$ cat src/rtl/cube_pkg.sv
// cube_pkg: face/turn encodings, FSM states and turn inversion for the cube move sequencer.
package cube_pkg;
  localparam int MOVE_W = 5;
  typedef enum logic [2:0] {FACE_U, FACE_D, FACE_F, FACE_B, FACE_L, FACE_R} face_e;
  typedef enum logic [1:0] {TURN_MARK, TURN_CW, TURN_CCW, TURN_DBL} turn_e;
  localparam logic [1:0] MARKER_TURN = TURN_MARK;
  typedef enum logic [1:0] {IDLE, FETCH, ISSUE, FINISH} state_e;
  function automatic logic [1:0] inv_turn(input logic [1:0] t);
    return t == TURN_CW ? TURN_CCW : t == TURN_CCW ? TURN_CW : t;
  endfunction
endpackage

$ cat src/rtl/cube_script_ram.sv
// cube_script_ram: DEPTH x MOVE_W script store, synchronous write, asynchronous read, no reset.
module cube_script_ram
  import cube_pkg::*;
#(
  parameter int DEPTH = 64,
  localparam int AW = $clog2(DEPTH)
) (
  input  logic              clk,
  input  logic              i_we,
  input  logic [AW-1:0]     i_waddr,
  input  logic [MOVE_W-1:0] i_wdata,
  input  logic [AW-1:0]     i_raddr,
  output logic [MOVE_W-1:0] o_rdata
);
  logic [MOVE_W-1:0] r_mem [DEPTH];
  always_ff @(posedge clk)
    if (i_we) r_mem[i_waddr] <= i_wdata;
  assign o_rdata = r_mem[i_raddr];
endmodule

$ cat src/rtl/cube_move_sequencer.sv
// cube_move_sequencer: replays a stored face-turn script over valid/ready, tracking phase and move count.
// Define CUBE_SEQ_REVERSE_EN to add the `reverse` input (backward playback with inverted turns).
module cube_move_sequencer
  import cube_pkg::*;
#(
  parameter int DEPTH = 64,
  parameter int NPHASE = 4,
  localparam int AW = $clog2(DEPTH),
  localparam int PW = NPHASE > 1 ? $clog2(NPHASE) : 1
) (
  input  logic              clk,
  input  logic              rst,
  input  logic              load_en,
  input  logic [AW-1:0]     load_addr,
  input  logic [MOVE_W-1:0] load_data,
  input  logic [AW:0]       script_len,
  input  logic              start,
  input  logic              abort,
`ifdef CUBE_SEQ_REVERSE_EN
  input  logic              reverse,
`endif
  output logic              move_valid,
  input  logic              move_ready,
  output logic [MOVE_W-1:0] move,
  output logic [PW-1:0]     phase,
  output logic              busy,
  output logic              done,
  output logic [AW:0]       move_count
);
  localparam logic [PW-1:0] PMAX = PW'(NPHASE - 1);
  state_e            r_state;
  logic [AW-1:0]     r_ptr;
  logic [AW:0]       r_rem;
  logic [PW-1:0]     r_phase;
  logic [AW:0]       r_count;
  logic [MOVE_W-1:0] r_move;
  logic              r_valid;
  logic              r_rev;
  logic              w_rev_in;
  logic [MOVE_W-1:0] w_entry;
  logic [AW-1:0]     w_ptr_nxt;
  logic [PW-1:0]     w_phase_nxt;
  logic              w_last;
`ifdef CUBE_SEQ_REVERSE_EN
  assign w_rev_in = reverse;
`else
  assign w_rev_in = 1'b0;
`endif
  cube_script_ram #(.DEPTH(DEPTH)) u_ram (
    .clk    (clk),
    .i_we   (load_en && r_state == IDLE),
    .i_waddr(load_addr),
    .i_wdata(load_data),
    .i_raddr(r_ptr),
    .o_rdata(w_entry)
  );
  assign w_ptr_nxt   = r_rev ? r_ptr - AW'(1) : r_ptr + AW'(1);
  assign w_phase_nxt = r_rev ? (r_phase == '0 ? r_phase : r_phase - PW'(1))
                             : (r_phase == PMAX ? r_phase : r_phase + PW'(1));
  // r_rem counts entries still to consume, so "last" is direction-independent
  assign w_last = r_rem == (AW+1)'(1);
  always_ff @(posedge clk or posedge rst)
    if (rst) begin
      r_state <= IDLE;
      r_ptr   <= '0;
      r_rem   <= '0;
      r_phase <= '0;
      r_count <= '0;
      r_move  <= '0;
      r_valid <= 1'b0;
      r_rev   <= 1'b0;
    end else if (abort && r_state != IDLE) begin
      r_state <= IDLE;
      r_valid <= 1'b0;
    end else
      case (r_state)
        IDLE: if (start) begin
          r_rev   <= w_rev_in;
          r_ptr   <= w_rev_in ? AW'(script_len - (AW+1)'(1)) : '0;
          r_rem   <= script_len;
          r_phase <= w_rev_in ? PMAX : '0;
          r_count <= '0;
          r_state <= script_len == '0 ? FINISH : FETCH;
        end
        FETCH: if (w_entry[1:0] == MARKER_TURN) begin
          r_phase <= w_phase_nxt;
          r_ptr   <= w_ptr_nxt;
          r_rem   <= r_rem - (AW+1)'(1);
          r_state <= w_last ? FINISH : FETCH;
        end else begin
          r_move  <= r_rev ? {w_entry[4:2], inv_turn(w_entry[1:0])} : w_entry;
          r_valid <= 1'b1;
          r_state <= ISSUE;
        end
        ISSUE: if (move_ready) begin
          r_valid <= 1'b0;
          r_count <= r_count + (AW+1)'(1);
          r_ptr   <= w_ptr_nxt;
          r_rem   <= r_rem - (AW+1)'(1);
          r_state <= w_last ? FINISH : FETCH;
        end
        FINISH: r_state <= IDLE;
      endcase
  assign move_valid = r_valid;
  assign move       = r_move;
  assign phase      = r_phase;
  assign busy       = r_state != IDLE;
  assign done       = r_state == FINISH;
  assign move_count = r_count;
endmodule
$ cat config.mk
export PLATFORM = sky130hd
export DESIGN_NAME = cube_move_sequencer
export DESIGN_NICKNAME = d
export VERILOG_FILES = /design/src/rtl/cube_pkg.sv /design/src/rtl/cube_script_ram.sv /design/src/rtl/cube_move_sequencer.sv
export SDC_FILE = /design/constraint.sdc
export NUM_CORES = 1
export LEC_CHECK = 0
export ABC_AREA = 1
export ABC_CLOCK_PERIOD_IN_PS = 6850
export BUFFER_PORTS_ARGS = -buffer_cell sky130_fd_sc_hd__clkbuf_2
export CAP_MARGIN = 5
export CORE_ASPECT_RATIO = 0.7
export CORE_MARGIN = 5
export CORE_UTILIZATION = 62
export DETAILED_ROUTE_END_ITERATION = 8
export PLACE_DENSITY_LB_ADDON = 0.15
export SYNTH_ARGS = -nofsm -noshare
export SYNTH_HDL_FRONTEND = slang
export SYNTH_HIERARCHICAL = 1
export SYNTH_SLANG_ARGS = --single-unit
$ cat constraint.sdc
create_clock -name clk -period 6.85 [get_ports clk]
set_input_delay 0 -clock clk [delete_from_list [all_inputs] [get_ports clk]]
set_output_delay 0 -clock clk [all_outputs]
set_load 0.1 [all_outputs]
==> flow_summary.ini, run 1 <==
[outcome]
status = complete, no violations

[critical_path]
crit_top_cell = nand2_1
slowest_delay_ns = 0.78
critPathKind = reg -> reg
worstPathArrival_ns = 4.38
cp_max_fo = 84
crit_start = r_ptr[0]$_DFFE_PP0P_
end_kind = flip-flop
critPathLaunchType = flip-flop
crit_slowest_cell = dfrtp_4
crit_required_ns = 7.23
crit_family = buffers and inverters
path_buf_inv = 4
cp_cell_sequence = inv_4 -> buf_4 -> nand2_1 -> nand3_1 -> nand3_1 -> nand2_1 -> nand2_1 -> nand3_1 -> nand3_1 -> nand2_1 -> inv_1 -> nand2_1 -> nand2_1 -> inv_1 -> nand2_1 -> nand2_1 -> o21ai_0
reg2reg_from = r_ptr[0]$_DFFE_PP0P_

[synth]
synth_common_cells = 478 x nand2_1, 320 x edfxtp_1, 306 x nand3_1
syn-num-nets = 1435
ys_types = 33
yosys_most_used_dff = edfxtp_1
syn_area_per_cell_um2 = 10.8
synth_area_um2 = 15100
synthArstFlopShare = 0.0857
synth_most_common_cell = nand2_1
synth_top_area_cell = edfxtp_1
yosysWarnings = 6
synth_top_area_frac = 0.635
ys_seq_elements = 350
seq_area_frac_synth = 0.685
syn_inst = 1402
synth_edf_count = 320
synth_area_leaders = edfxtp_1 64%, nand2_1 12%, nand3_1 10%

[floorplan]
rows = 47
core_um2 = 23800
start_util = 0.635
die_h_um = 141
io-pin-count = 41
die_w_um = 197
die_area_um2 = 27700

[routing]
first_iter_violations = 1224
wirelength_um = 35800
viasPerCell = 5.95
drt_first_pass_iters = 6
wl_per_cell_um = 20.2
drc_errors = 0
num_vias = 10600
ant_nets = 0

[placement]
hpwl_um = 21100
portBuffers = 40
gp_congestion = 0.880
place_area_um2 = 15400

[power]
p_comb_frac = 0.301
leakagePower_nw = 6.30
switching_share = 0.367
p_clk_frac = 0.298
peakVddDrop_v = 0.000279
switchingPower_mw = 2.33
power_density_nw_per_um2 = 381
p_int_mw = 4.02
seqPwrFrac = 0.401

[cts]
clk_path_buf_depth = 3
cts.sinks = 350
clk_pin_slew_worst_paths_ns = 0.06
clk_latency_ns = 0.52
cts_tree = done
cts_setup_buffers = 0
root_buffer = clkbuf_16
cts_made_buffers = 35
cts_htree_levels = 2

[cells_and_area]
multi_input_comb_area_um2 = 4170
drive_gt1_frac = 0.0810
postLayoutCellArea_um2 = 16700
num-fill-cells = 1741
register_area_um2 = 10400
synthToLayoutAreaGrowth_pct = 10.2
antenna_cells = 0
final_nets = 1467

[sta]
period_needed_ns = 4.00
fin_crit_sh = 0.584
skew_ns = 0.0154
timing.fmax_ghz = 0.250
hold_viol_final = 0
finalMaxSlewViolations = 0
slew_headroom = 0.232
finalSetupViolCount = 0
fin_setup_tns_ns = 0
worst_pin_slew_ns = 1.14
rsz0062_at_grt = no

[grt]
grt_pass1_vias = 9933
track_usage = 0.258
grt_max_degree = 85
overflow = 0
antenna_found_initial = 0
grt_first_pass_wirelength_um = 56000

[min_path]
min-delay-start = load_addr[2]
hp-class = in -> reg

[flow_run]
maxCapViolCount = 0
[cells by family after synthesis]
family          Yosys count  synth area share
simple gates            895             0.256
fa+ha+maj                 9           0.00745
buf+inv                 118            0.0399
xor+xnor                  2           0.00116
compound gates           27           0.00943
flops                   350             0.685
mux                       1          0.000662
[through the flow]
| stage | total power [mW] | std cells | hold WS (ns) | util | setup slack [ns] |
|---|---|---|---|---|---|
| floorplan | 4.02 | 1402 | 0.0908 | - | 4.52 |
| global placement | 4.42 | 1701 | 0.0791 | 0.647 | 3.17 |
| detailed placement | 4.45 | 1701 | 0.0849 | 0.647 | 3.06 |
| CTS | 6.33 | 1773 | 0.00251 | 0.699 | 2.95 |
| global route | 6.67 | 1775 | 0.0497 | 0.699 | 2.55 |
| finish | 6.34 | 1775 | 0.0305 | 0.699 | 2.85 |
[power groups by stage]
stage | registers (mW) | logic [mW] | clock network (mW)
after floorplan | 2.67 | 1.35 | 0
after global placement | 2.58 | 1.84 | 0
after detailed placement | 2.59 | 1.86 | 0
after CTS | 2.54 | 1.88 | 1.91
after global routing | 2.56 | 2.11 | 2.01
final | 2.55 | 1.91 | 1.89
[state kept, by name, summed over array words and instances, names as in the netlist]
| signal | flops |
|---|---|
| move_count | 7 |
| phase | 2 |
| r_ptr | 6 |
| r_rem | 7 |
| move_valid | 1 |
| move | 5 |
| u_ram/r_mem | 320 |
| r_state | 2 |
[layer usage]
layer / vias up / wire length [um] / GRT usage
met5: - / 0 / 0
met3: 61 / 3750 / 0.0596
met2: 520 / 16000 / 0.385
met4: 0 / 801 / 0.0686
met1: 5047 / 15300 / 0.391
li1: 4936 / - / -
[area by class of cell]
class / instances / area share
sequential: 350 / 0.622
multi-input combinational: 934 / 0.250
clock buffer: 46 / 0.0582
timing repair buffer: 68 / 0.0264
tap: 318 / 0.0239
inverter: 45 / 0.0104
clock inverter: 14 / 0.00871
[path summary, 6_finish.rpt]
check,slack [ns],depth (start not counted),to
worst max-delay path,2.85,17,move[1]$_DFFE_PP0P_
worst min-delay path,0.03,2,u_ram/r_mem[49][3]$_DFFE_PP_
worst max register to register,2.85,17,move[1]$_DFFE_PP0P_
worst min register to register,0.51,2,move[2]$_DFFE_PP0P_
max in group asynchronous,6.43,4,r_ptr[0]$_DFFE_PP0P_
min in group asynchronous,0.09,4,move_count[5]$_DFFE_PP0P_
[layout by cell type (no fill, tap or decap), drive strengths merged, types with 2 or more instances in the layout]
cell | Yosys | final
o211ai | 2 | 2
clkinv | 1 | 12
clkbuf | 19 | 86
a21oi | 2 | 2
dfrtp | 30 | 30
nor4 | 8 | 8
nand2 | 479 | 479
inv | 44 | 44
o21ai | 22 | 22
dlygate4sd3 | 0 | 13
nor2 | 74 | 74
ha | 9 | 9
or2 | 5 | 5
xor2 | 2 | 2
nand3b | 3 | 3
edfxtp | 320 | 320
bufinv | 0 | 3
nand4 | 16 | 16
buf | 54 | 15
nand3 | 307 | 307
nor3 | 2 | 2
[timing repair]
item	4_1_cts	5_1_grt
hold buffers	12	1
hold endpoints to repair	64	1
setup endpoints to repair	0	0
resized for setup	0	0
(Power assumes the default switching activity.)
==> run 2: changes to the inputs <==
ABC_AREA = 0   (was 1)
ABC_CLOCK_PERIOD_IN_PS = 3650   (was 6850)
CORE_UTILIZATION = 56   (was 62)
clock period = 3.65 ns   (was 6.85 ns; I/O delays follow)
==> run 2 against run 1 <==
Against the previous run: setup slack worse by 2.7 ns; clock power is 89% higher; wire length is 14% lower; count of clock-buffer cells in the layout is 5 lower; global-route usage is 4.4 points lower; sequential cell count stayed put; clock skew is 0.0011 ns higher; sequential share of layout area is 1.2 points higher; critical endpoint is now move_valid$_DFFE_PP0P_; first-iteration DRC count is 26% lower; final cell count is 31% lower.
==> flow_summary.ini, run 2 <==
[floorplan]
start_util = 0.565
rows = 49
io-pin-count = 41
die_h_um = 144
core_um2 = 25500
die_w_um = 202
die_area_um2 = 29100

[sta]
setup_ws_ns = 0.170
worst_pin_slew_ns = 1.20
skew_ns = 0.0165
hold_viol_final = 0
slew_headroom = 0.199
fin_crit_sh = 0.954
timing.fmax_ghz = 0.287
period_needed_ns = 3.48
finalSetupViolCount = 0
whs_ns = 0.0594
rsz0062_at_grt = no
finalMaxSlewViolations = 0

[cts]
clk_pin_slew_worst_paths_ns = 0.06
root_buffer = clkbuf_16
cts.sinks = 350
cts_tree = done
cts_made_buffers = 35
clk_latency_ns = 0.52
cts_htree_levels = 2
clk_path_buf_depth = 3

[cells_and_area]
final_cell_mix = 320 x edfxtp_1, 80 x nor2_1, 66 x mux4_2
postLayoutCoreUtil = 0.641
synthToLayoutAreaGrowth_pct = 13.5
layout.cells.non_filler = 1229
final_common_cell = edfxtp_1
register_area_um2 = 10400
final_nets = 907
largest_register_ffs = 320
drive_gt1_frac = 0.236
regMostFlops = u_ram/r_mem
multi_input_comb_area_um2 = 3740
antenna_cells = 0
num-fill-cells = 1744

[grt]
grt_first_pass_wirelength_um = 47200
overflow = 0
antenna_found_initial = 0
grt_pass1_vias = 8011
grt_max_degree = 65
track_usage = 0.214

[placement]
hpwl_um = 20100
gp_congestion = 0.818
portBuffers = 40
place_inst = 1150
post-place-ws_ns = -0.0148

[routing]
first_iter_violations = 901
num_vias = 7813
drc_errors = 0
viasPerCell = 6.36
ant_nets = 0
wl_per_cell_um = 25.0
wirelength_um = 30700
drt_first_pass_iters = 5

[power]
power_density_nw_per_um2 = 689
p_clk_frac = 0.318
seqPwrFrac = 0.413
switchingPower_mw = 3.36
switching_share = 0.299
p_comb_frac = 0.269
p_int_mw = 7.90
peakVddDrop_v = 0.000446
leakagePower_nw = 5.29

[critical_path]
ff2ff_setup_slack_ns = 0.17
crit_required_ns = 4.04
reg2reg_from = r_ptr[0]$_DFFE_PP0P_
worstPathArrival_ns = 3.87
end_kind = flip-flop
critPathKind = reg -> reg
critPathLaunchType = flip-flop
r2r-end = move_valid$_DFFE_PP0P_
cp_max_fo = 6
rr_worst_depth = 10

[synth]
seq_area_frac_synth = 0.719
synth_edf_count = 320
synth_top_area_frac = 0.667
ys_types = 59
yosysWarnings = 6
synth_area_leaders = edfxtp_1 67%, mux4_2 10%, dfrtp_1 5.2%
synth_common_cells = 320 x edfxtp_1, 80 x nor2_1, 66 x mux4_2
yosys_most_used_dff = edfxtp_1
ys_seq_elements = 350
synth_area_um2 = 14400
synthArstFlopShare = 0.0857
syn_area_per_cell_um2 = 18.1
syn-num-nets = 827
syn_inst = 794
synth_most_common_cell = edfxtp_1
synth_top_area_cell = edfxtp_1

[flow_run]
maxCapViolCount = 0

[outcome]
status = complete, no violations

[min_path]
hp-class = in -> reg
min-delay-start = load_addr[1]
hold_end = u_ram/r_mem[48][1]$_DFFE_PP_
hold_depth = 2
==> run 2: stage by stage <==
| step | power (mW) | instance area (um^2) | setup TNS, ns |
|---|---|---|---|
| 2_1_floorplan | 6.90 | 14400 | 0 |
| 3_3_place_gp | 7.58 | 15000 | -0.0396 |
| 3_5_place_dp | 7.66 | 15000 | -0.0236 |
| 4_1_cts | 11.3 | 16300 | 0 |
| 5_1_grt | 11.7 | 16300 | 0 |
| 6_report | 11.3 | 16300 | 0 |
==> run 2: area by class of cell <==
cell class	count	area share
inverter	13	0.00299
sequential	350	0.634
clock buffer	41	0.0563
tap	331	0.0253
multi-input combinational	389	0.229
clock inverter	20	0.0142
timing repair buffer	85	0.0380
==> run 2: what timing repair did <==
action	in CTS	in global routing
hold buffers	14	0
pin swaps	0	0
hold endpoints to repair	40	0
resized for setup	1	4
endpoints found under the setup margin	2	15
setup buffers	0	4
==> run 2: logic make-up after synthesis <==
kind of cell,share of synthesized area
flip-flops,0.719
AND/OR/NAND/NOR,0.0583
multiplexers,0.148
AO/OA/AOI/OAI,0.0446
buffers and inverters,0.0219
adder cells (fa/ha/maj),0.00782
==> run 2: layer usage <==
| metal | routed length [um] | global-route usage |
|---|---|---|
| met4 | 643 | 0.0546 |
| met2 | 14000 | 0.333 |
| met5 | 0 | 0 |
| met3 | 2350 | 0.0415 |
| met1 | 13700 | 0.322 |
==> run 2: worst max-delay path by stage <==
stage	from	slack, ns	to
finish	r_ptr[0]$_DFFE_PP0P_	0.17	move_valid$_DFFE_PP0P_
global route	r_ptr[0]$_DFFE_PP0P_	0.02	move_valid$_DFFE_PP0P_
CTS	r_ptr[0]$_DFFE_PP0P_	0.04	r_rem[0]$_DFFE_PP0P_
detailed placement	r_ptr[0]$_DFFE_PP0P_	-0.01	r_rem[2]$_DFFE_PP0P_
global placement	r_ptr[0]$_DFFE_PP0P_	-0.04	r_rem[0]$_DFFE_PP0P_
floorplan	r_ptr[0]$_DFFE_PP0P_	0.50	r_ptr[4]$_DFFE_PP0P_
==> run 2: power by group through the flow <==
stage / registers (mW) / logic, mW / clock network (mW)
final: 4.66 / 3.03 / 3.58
after global placement: 4.75 / 2.82 / 0
after global routing: 4.67 / 3.25 / 3.83
after detailed placement: 4.76 / 2.90 / 0
after CTS: 4.68 / 2.94 / 3.66
after floorplan: 5.00 / 1.90 / 0
==> run 2: worst max-delay path, stage by stage, from the launching register on <==
cell           delay [ns]
dfrtp_4              0.42
clkbuf_4             0.19
mux4_1               0.55
mux2_2               0.29
o221ai_2             0.24
a31oi_1              0.13
or3_1                0.37
buf_4                0.17
o311ai_0             0.32
a21oi_1              0.10
dlygate4sd3_1        0.56
==> run 3: changes to the inputs <==
SYNTH_HIERARCHICAL = default   (was 1)
==> run 3 against run 2 <==
Against the previous run: non-clock buffer count is 10 lower; sequential power rose by 2%; setup slack better by 0.039 ns; final cell count grew 0.41%; largest power group unchanged.
==> flow_summary.ini, run 3 <==
[placement]
hpwl_um = 22500
post-place-ws_ns = 0.285
gp_congestion = 0.900
portBuffers = 40

[cts]
cts_made_buffers = 34
cts_setup_buffers = 0
cts_tree = done
cts_htree_levels = 2
clk_pin_slew_worst_paths_ns = 0.07
clk_latency_ns = 0.52
cts_resized = 0
clk_path_buf_depth = 3
cts.sinks = 350
root_buffer = clkbuf_16
postCtsHoldBufs = 13

[grt]
antenna_found_initial = 0
grt_max_degree = 65
grt_first_pass_wirelength_um = 50600
track_usage = 0.229
overflow = 0
grt_pass1_vias = 7890

[floorplan]
die_h_um = 145
io-pin-count = 41
start_util = 0.568
rows = 49
core_um2 = 25600
die_w_um = 203
die_area_um2 = 29400

[synth]
syn-num-nets = 842
ys_types = 65
synth_common_cells = 320 x edfxtp_1, 88 x nor2_1, 77 x mux4_2
yosysWarnings = 0
synth_area_leaders = edfxtp_1 66%, mux4_2 12%, dfrtp_1 5.2%
ys_seq_elements = 350
synth_top_area_cell = edfxtp_1
synth_top_area_frac = 0.660
syn_area_per_cell_um2 = 18.0
seq_area_frac_synth = 0.712
synthArstFlopShare = 0.0857
synth_most_common_cell = edfxtp_1
yosys_most_used_dff = edfxtp_1
syn_inst = 809
synth_area_um2 = 14600
synth_edf_count = 320

[sta]
period_needed_ns = 3.44
rsz0062_at_grt = no
fin_crit_sh = 0.943
worst_pin_slew_ns = 1.31
skew_ns = 0.0250
setup_ws_ns = 0.209
finalSetupViolCount = 0
fin_setup_tns_ns = 0
timing.fmax_ghz = 0.291
slew_headroom = 0.128
finalMaxSlewViolations = 0
hold_viol_final = 0

[outcome]
status = complete, no violations

[critical_path]
crit_slowest_cell = dfrtp_2
slowest_delay_ns = 0.71
crit_top_cell = nand3_1
cp_max_fo = 19
worstPathArrival_ns = 3.83
end_kind = flip-flop
critPathLaunchType = flip-flop
crit_required_ns = 4.03
cp_cell_sequence = buf_4 -> nand3_1 -> o32ai_1 -> nor3_1 -> o21ai_0 -> o211ai_1 -> o31ai_4 -> nand3_1 -> mux2_2
critPathKind = reg -> reg

[routing]
wirelength_um = 33300
viasPerCell = 6.52
wl_per_cell_um = 27.0
drc_errors = 0
ant_nets = 0
drt_first_pass_iters = 6
first_iter_violations = 988
num_vias = 8044

[cells_and_area]
drive_gt1_frac = 0.224
largest_register_ffs = 320
synthToLayoutAreaGrowth_pct = 11.5
antenna_cells = 0
final_common_cell = edfxtp_1
final_nets = 911
regMostFlops = u_ram.r_mem
final_cell_mix = 320 x edfxtp_1, 88 x nor2_1, 77 x mux4_2

[power]
peakVddDrop_v = 0.000519
power_density_nw_per_um2 = 704
leakagePower_nw = 5.27

[flow_run]
maxCapViolCount = 0

[min_path]
hp-class = in -> reg
[run 3: through the flow]
step                       util  hold WS, ns  power [mW]  area (um^2)  instances
after floorplan               -       0.0908        7.37        14600        809
after global placement    0.588       0.0755        8.11        15100       1160
after detailed placement  0.588        0.105        8.19        15100       1160
after CTS                 0.634       0.0331        11.5        16200       1234
after global routing      0.634       0.0556        11.9        16200       1234
final                     0.634       0.0529        11.4        16200       1234
[run 3: layout make-up]
cell class              instances  area (um^2)
well taps                     331          414
multi-input cells             395         3850
inverters                      22         82.6
clock inverters                21          139
repair buffers                 75          495
clock buffers                  40          895
flip-flops and latches        350        10400
fillers                      1757         9390
[run 3: path summary, 6_finish.rpt]
check	from	to	slack, ns	depth (start not counted)
max in group asynchronous	rst	r_ptr[0]$_DFFE_PP0P_	3.19	4
min in group asynchronous	rst	move_count[4]$_DFFE_PP0P_	0.12	4
worst min-delay path	load_addr[1]	u_ram.r_mem[48][1]$_DFFE_PP_	0.05	2
worst min register to register	phase[0]$_DFFE_PP0P_	phase[0]$_DFFE_PP0P_	0.51	1
worst max-delay path	r_ptr[1]$_DFFE_PP0P_	move[3]$_DFFE_PP0P_	0.21	9
worst max register to register	r_ptr[1]$_DFFE_PP0P_	move[3]$_DFFE_PP0P_	0.21	9
[run 3: cells by family after synthesis]
family / after synthesis / share of synthesized area
simple gates: 179 / 0.0558
mux: 122 / 0.156
fa+ha+maj: 9 / 0.00773
flops: 350 / 0.712
buf+inv: 64 / 0.0241
xor+xnor: 5 / 0.00301
compound gates: 80 / 0.0419
[run 3: layer usage]
layer	routed length, um	global-route usage
met5	0	0
met4	617	0.0458
met3	3150	0.0509
met2	15000	0.335
met1	14500	0.363
[run 3: power by group]
group          switching [mW]  internal (mW)  total, mW
combinational            2.09           1.34       3.42
sequential              0.222           4.52       4.75
clock                    1.43           1.83       3.26
[run 3: critical path, delay by kind of cell (launching register included)]
kind,cells,cell delay (ns)
AND/OR/NAND/NOR,3,0.67
AO/OA/AOI/OAI,4,1.29
multiplexers,1,0.37
flip-flops,1,0.71
buffers and inverters,1,0.27
